===== src/rtl/crc_frame_tx.sv =====
// ---------------------------------------------------------------------------
// crc_frame_tx
//   Framing stage in front of an 8-bit-parallel CRC-16 engine (seed 0xFFFF).
//   Payload bytes arrive on a valid/ready stream. Each accepted byte is sent
//   downstream and also fed to the engine in the same cycle. Frames shorter
//   than MIN_LEN are padded with 0x00, and then the engine result is appended
//   low byte first. A one-cycle crc_clr pulse re-seeds the engine between
//   frames.
//
// Parameters
//   MIN_LEN  minimum payload length including pad (0 or 1 disables padding)
//   CNT_W    byte-counter width, MIN_LEN must be below 2**CNT_W
//   CRC_XOR  final XOR applied to the engine value before it is emitted
//
// Ports
//   clk        clock, all logic on rising edge
//   rst        asynchronous active-low reset
//   in_data    payload byte
//   in_valid   payload byte valid
//   in_last    final payload byte of the frame
//   in_ready   payload byte accepted when in_valid & in_ready
//   out_data   framed byte (payload, pad, CRC lo, CRC hi)
//   out_valid  out_data valid
//   out_last   marks the CRC hi byte
//   out_ready  downstream accepts when out_valid & out_ready
//   crc_data   byte to the engine data input
//   crc_en     engine update strobe, combinational, one pulse per byte
//   crc_clr    registered one-cycle pulse that re-seeds the engine
//   crc_in     current engine value
// ---------------------------------------------------------------------------
module crc_frame_tx #(
    parameter int          MIN_LEN = 0,
    parameter int          CNT_W   = 8,
    parameter logic [15:0] CRC_XOR = 16'h0000
) (
    input  logic        clk,
    input  logic        rst,
    input  logic [7:0]  in_data,
    input  logic        in_valid,
    input  logic        in_last,
    output logic        in_ready,
    output logic [7:0]  out_data,
    output logic        out_valid,
    output logic        out_last,
    input  logic        out_ready,
    output logic [7:0]  crc_data,
    output logic        crc_en,
    output logic        crc_clr,
    input  logic [15:0] crc_in
);

    typedef enum logic [2:0] {
        ST_PAYLOAD = 3'd0,
        ST_PAD     = 3'd1,
        ST_CRC_LO  = 3'd2,
        ST_CRC_HI  = 3'd3,
        ST_CLR     = 3'd4
    } state_t;

    // MIN_LEN widened by one bit so count+1 can be compared without wrap.
    localparam logic [CNT_W:0] MIN_LEN_C = (CNT_W + 1)'(MIN_LEN);

    state_t             state_r;
    state_t             state_n;
    logic [CNT_W-1:0]   count_r;
    logic [CNT_W-1:0]   count_n;
    logic [CNT_W:0]     count_inc_s;
    logic [7:0]         out_data_r;
    logic               out_valid_r;
    logic               out_last_r;
    logic               crc_clr_r;
    logic               clr_n;
    logic [15:0]        crc_hold_r;
    logic [15:0]        crc_final_s;

    logic               slot_free_s;
    logic               in_ready_s;
    logic               crc_en_s;
    logic [7:0]         crc_data_s;
    logic               load_s;
    logic [7:0]         load_data_s;
    logic               load_last_s;
    logic               hold_load_s;

    // Saturating byte count: stops at MIN_LEN, which is all the pad logic needs.
    function automatic logic [CNT_W-1:0] sat_inc(input logic [CNT_W:0] inc);
        logic [CNT_W-1:0] res;
        if (inc >= MIN_LEN_C) begin
            res = MIN_LEN_C[CNT_W-1:0];
        end else begin
            res = inc[CNT_W-1:0];
        end
        return res;
    endfunction

    assign slot_free_s = !out_valid_r || out_ready;
    assign count_inc_s = {1'b0, count_r} + {{CNT_W{1'b0}}, 1'b1};
    assign crc_final_s = crc_in ^ CRC_XOR;

    // Next-state, slot-load and engine-strobe decode.
    always_comb begin
        state_n     = state_r;
        count_n     = count_r;
        in_ready_s  = 1'b0;
        crc_en_s    = 1'b0;
        crc_data_s  = 8'h00;
        load_s      = 1'b0;
        load_data_s = 8'h00;
        load_last_s = 1'b0;
        hold_load_s = 1'b0;
        clr_n       = 1'b0;

        case (state_r)
            ST_PAYLOAD: begin
                in_ready_s = slot_free_s;
                if (in_valid && slot_free_s) begin
                    load_s      = 1'b1;
                    load_data_s = in_data;
                    crc_en_s    = 1'b1;
                    crc_data_s  = in_data;
                    count_n     = sat_inc(count_inc_s);
                    if (in_last) begin
                        if (count_inc_s < MIN_LEN_C) begin
                            state_n = ST_PAD;
                        end else begin
                            state_n = ST_CRC_LO;
                        end
                    end else begin
                        state_n = ST_PAYLOAD;
                    end
                end else begin
                    state_n = ST_PAYLOAD;
                end
            end

            ST_PAD: begin
                if (slot_free_s) begin
                    load_s      = 1'b1;
                    load_data_s = 8'h00;
                    crc_en_s    = 1'b1;
                    crc_data_s  = 8'h00;
                    count_n     = sat_inc(count_inc_s);
                    if (count_inc_s >= MIN_LEN_C) begin
                        state_n = ST_CRC_LO;
                    end else begin
                        state_n = ST_PAD;
                    end
                end else begin
                    state_n = ST_PAD;
                end
            end

            ST_CRC_LO: begin
                // The engine took its last update on the previous edge, so
                // crc_in is already final here.
                if (slot_free_s) begin
                    load_s      = 1'b1;
                    load_data_s = crc_final_s[7:0];
                    hold_load_s = 1'b1;
                    state_n     = ST_CRC_HI;
                end else begin
                    state_n = ST_CRC_LO;
                end
            end

            ST_CRC_HI: begin
                if (slot_free_s) begin
                    load_s      = 1'b1;
                    load_data_s = crc_hold_r[15:8];
                    load_last_s = 1'b1;
                    clr_n       = 1'b1;
                    state_n     = ST_CLR;
                end else begin
                    state_n = ST_CRC_HI;
                end
            end

            ST_CLR: begin
                // in_ready stays low here so the next frame's first byte
                // reaches a freshly seeded engine.
                count_n = {CNT_W{1'b0}};
                state_n = ST_PAYLOAD;
            end

            default: begin
                count_n = {CNT_W{1'b0}};
                state_n = ST_PAYLOAD;
            end
        endcase
    end

    // State, counter and CRC-clear pulse registers.
    always_ff @(posedge clk or negedge rst) begin
        if (!rst) begin
            state_r   <= ST_PAYLOAD;
            count_r   <= {CNT_W{1'b0}};
            crc_clr_r <= 1'b0;
        end else begin
            state_r   <= state_n;
            count_r   <= count_n;
            crc_clr_r <= clr_n;
        end
    end

    // Captures the final CRC so the hi byte is unaffected by a later re-seed.
    always_ff @(posedge clk or negedge rst) begin
        if (!rst) begin
            crc_hold_r <= 16'h0000;
        end else if (hold_load_s) begin
            crc_hold_r <= crc_final_s;
        end else begin
            crc_hold_r <= crc_hold_r;
        end
    end

    // Single-entry output slot; a load and a pop in the same cycle keep it full.
    always_ff @(posedge clk or negedge rst) begin
        if (!rst) begin
            out_data_r  <= 8'h00;
            out_valid_r <= 1'b0;
            out_last_r  <= 1'b0;
        end else if (load_s) begin
            out_data_r  <= load_data_s;
            out_valid_r <= 1'b1;
            out_last_r  <= load_last_s;
        end else if (out_ready) begin
            out_data_r  <= out_data_r;
            out_valid_r <= 1'b0;
            out_last_r  <= 1'b0;
        end else begin
            out_data_r  <= out_data_r;
            out_valid_r <= out_valid_r;
            out_last_r  <= out_last_r;
        end
    end

    // Handshake and strobe are combinational, so hold them low during reset.
    assign in_ready  = in_ready_s & rst;
    assign crc_en    = crc_en_s & rst;
    assign crc_data  = crc_data_s;
    assign crc_clr   = crc_clr_r;
    assign out_data  = out_data_r;
    assign out_valid = out_valid_r;
    assign out_last  = out_last_r;

endmodule

===== config.mk =====
export PLATFORM = sky130hd
export DESIGN_NAME = crc_frame_tx
export DESIGN_NICKNAME = d
export VERILOG_FILES = /design/src/rtl/crc_frame_tx.sv
export SDC_FILE = /design/constraint.sdc
export NUM_CORES = 1
export LEC_CHECK = 0
export ABC_CLOCK_PERIOD_IN_PS = 1900
export CAP_MARGIN = 20
export CORE_MARGIN = 2
export CORE_UTILIZATION = 42
export CTS_CLUSTER_DIAMETER = 150
export DETAILED_ROUTE_END_ITERATION = 7
export PLACE_DENSITY = 0.87
export REMOVE_ABC_BUFFERS = 1
export SYNTH_ARGS = -nofsm -noshare
export SYNTH_HDL_FRONTEND = slang
export SYNTH_SLANG_ARGS = --single-unit

===== constraint.sdc =====
create_clock -name clk -period 1.9 [get_ports clk]
set_input_delay 0.19 -clock clk [delete_from_list [all_inputs] [get_ports clk]]
set_output_delay 0.19 -clock clk [all_outputs]
set_load 0.005 [all_outputs]

==> impl_metrics.csv <==
group,metric,value,unit
run_status,status,"finished, final reports clean",
routing,firstDrtPassIters,4,
power_and_ir_drop,peakVddDrop,0.000826,V
routing,ant_nets,0,
grt,antenna_found_initial,0,
logic_synthesis,avgSynthCellArea,10.6,µm²
die,core,0.00271,mm²
logic_synthesis,synthCells,111,
logic_synthesis,yosysTopAreaCell,"dfrtp_1",
critical_path,arrival,1610,ps
power_and_ir_drop,power_density,1260,mW/mm²
die,initial_core_util,43.3,%
critical_path,path_max_fanout,5,
final_layout,diodes,0,
die,fp-row-count,19,
logic_synthesis,synth_area_leaders,"dfrtp_1 47%, nand4_1 13%, mux2_4 10%",
clock_tree,clkTransAtPathRegs,120,ps
logic_synthesis,synth-edff-count,0,
routing,via_per_inst,5.60,
clock_tree,cts_tree,"done",
logic_synthesis,synth_commonest_cells,"24 x nand4_1, 22 x dfrtp_1, 16 x inv_1",
die,die_w,56.8,µm
logic_synthesis,ys_seq_area_share,47.0,%
clock_tree,htree_levels,1,
final_layout,syn_to_final_growth,58.0,%
critical_path,cp_data_required_time,1710,ps
logic_synthesis,syn-cell-area,0.00117,mm²
grt,grt_use_total,21.3,%
die,die_h,56.8,µm
timing,slew_violations,0,
grt,gr-total-overflow,0,
final_layout,drive_gt1_share,23.7,%
die,die_area,0.00323,mm²
clock_tree,clockBufferDepth,2,
timing,min_period,1800,ps
power_and_ir_drop,leakagePower,0.910,nW
place,gp_congestion,0.831,
place,place.detailed.hpwl,2320,µm
clock_tree,clkLatencyLatePin,300,ps
routing,wl_per_cell,16.1,µm
job,maxCapViolations,0,
timing,tightest_slew,599,ps
logic_synthesis,ys_seq_elements,22,
die,pin_count,50,
timing,clock-skew-final,2.03,ps
grt,grt_pass1_vias,1184,
routing,drtIter0Drc,28,
routing,drcViolationCount,0,
clock_tree,cts_buffers,3,
timing,hold_viol_final,0,
final_layout,fillerInstances,217,
logic_synthesis,ys_warn_count,0,
clock_tree,ctsRootBufferMaster,"clkbuf_4",
timing,max_freq,555,MHz
critical_path,crit_start,"state_r[0]",
final_layout,nNetsFinal,208,
logic_synthesis,synth_cell_types,28,
critical_path,r2r_start,"state_r[1]",
routing,via_count,1165,
routing,wl,3350,µm
grt,grt_pass1_wl,5380,µm
clock_tree,clock_sinks,22,
timing,maxSlewHeadroom,59.9,%
timing,finalCritPeriodShare,94.9,%
critical_path,start_kind,"flop",
hold_path,min-delay-path-class,"in2async",
logic_synthesis,synth_top_area_share,47.0,%
place,portBuffers,49,
grt,grt_start_max_net_pins,26,
logic_synthesis,synth-main-ff-cell,"dfrtp_1",
timing,setup-violations-final,0,
logic_synthesis,async_flop_share,100,%
critical_path,crit_path_end_kind,"primary output",
critical_path,worstSetupPathType,"reg2out",
logic_synthesis,synthMostInstantiatedCell,"nand4_1",
timing,whs,329,ps
final_layout,utilization,68.3,%
## timing repair
item                                    in CTS  in global routing
setup buffers                                8                  3
resized for setup                           12                  2
hold buffers                                 0                  0
pin swaps                                    3                  4
gates cloned                                 1                  0
endpoints found under the setup margin      10                  3
## cell usage in the layout, fill, tap and decap left out, types with 2 or more instances in the layout
cell             instances
clkbuf_4                 3
inv_1                   16
dlygate4sd2_1            9
dfrtp_1                 22
nor3_1                   3
nand4_1                 24
nand2_1                  2
clkdlybuf4s50_1         39
mux2_4                   8
a21oi_1                  2
buf_4                   21
o2111ai_1                8
and3_1                   2
## path summary, 6_finish.rpt
kind,end,cells past startpoint,slack (ps)
max in group asynchronous,out_data[7],2,1350
worst min-delay path,crc_hold_r[11],2,330
worst max register to register,crc_hold_r[14],6,300
worst min register to register,crc_hold_r[8],1,540
worst max-delay path,crc_data[6],6,100
min in group clk,crc_hold_r[10],2,490
## cell type report
type                    instances  area, µm²  share of cell area [%]
inverters                      17       63.8                    3.45
multi-input cells              63        500                    27.0
clock buffers                   3       22.5                    1.22
flip-flops and latches         22        551                    29.7
well taps                      31       38.8                    2.09
repair buffers                 72        676                    36.5
## where the power goes
part / leakage [nW] / internal [mW] / total, mW / switching (mW)
Sequential: 0.269 / 0.682 / 0.816 / 0.134
Combinational: 0.627 / 0.775 / 1.31 / 0.535
Clock: 0.0138 / 0.0739 / 0.214 / 0.140
Total: 0.910 / 1.53 / 2.34 / 0.810
## cells by family (layout without fill, tap and decap cells)
| group | Yosys count | after routing | synth area share (%) |
|---|---|---|---|
| DFF | 22 | 22 | 47.0 |
| buffers and inverters | 26 | 92 | 10.7 |
| muxes | 8 | 8 | 10.2 |
| and+or+nand+nor | 41 | 41 | 22.9 |
| AOI/OAI and AO/OA | 14 | 14 | 9.18 |
## flip-flops by register name, summed over array words and instances, names as in the netlist
name,cells
out_valid,1
out_data,8
out_last,1
crc_clr,1
crc_hold_r,8
state_r,3
## through the flow
step	worst slack, ps	total power, mW	instance area (µm²)	TNS, ps	cells
finish	97.3	2.34	1850	0	208
global route	-6.61	2.49	1850	-12.6	208
CTS	19.4	2.31	1850	0	206
detailed placement	-93.4	2.01	1740	-643	194
global placement	-46.7	1.96	1740	-299	194
floorplan	102	1.43	1110	0	102
## metal layers
metal  vias to the layer above  track usage, %  share of wire (%)
li1                        538               -                  -
met1                       572            27.3                 40
met2                        51            36.7                 54
met3                         4            2.53                5.0
met4                         0            8.31                1.1
met5                         -               0                  0
## critical path: stages, from the launching register on
cell and delay, ps:
dfrtp_1 410, nor3b_2 190, buf_4 140, buf_4 140
nand4_1 130, inv_1 80, dlygate4sd2_1 230
Note: power is estimated with default switching activity, not from simulation.
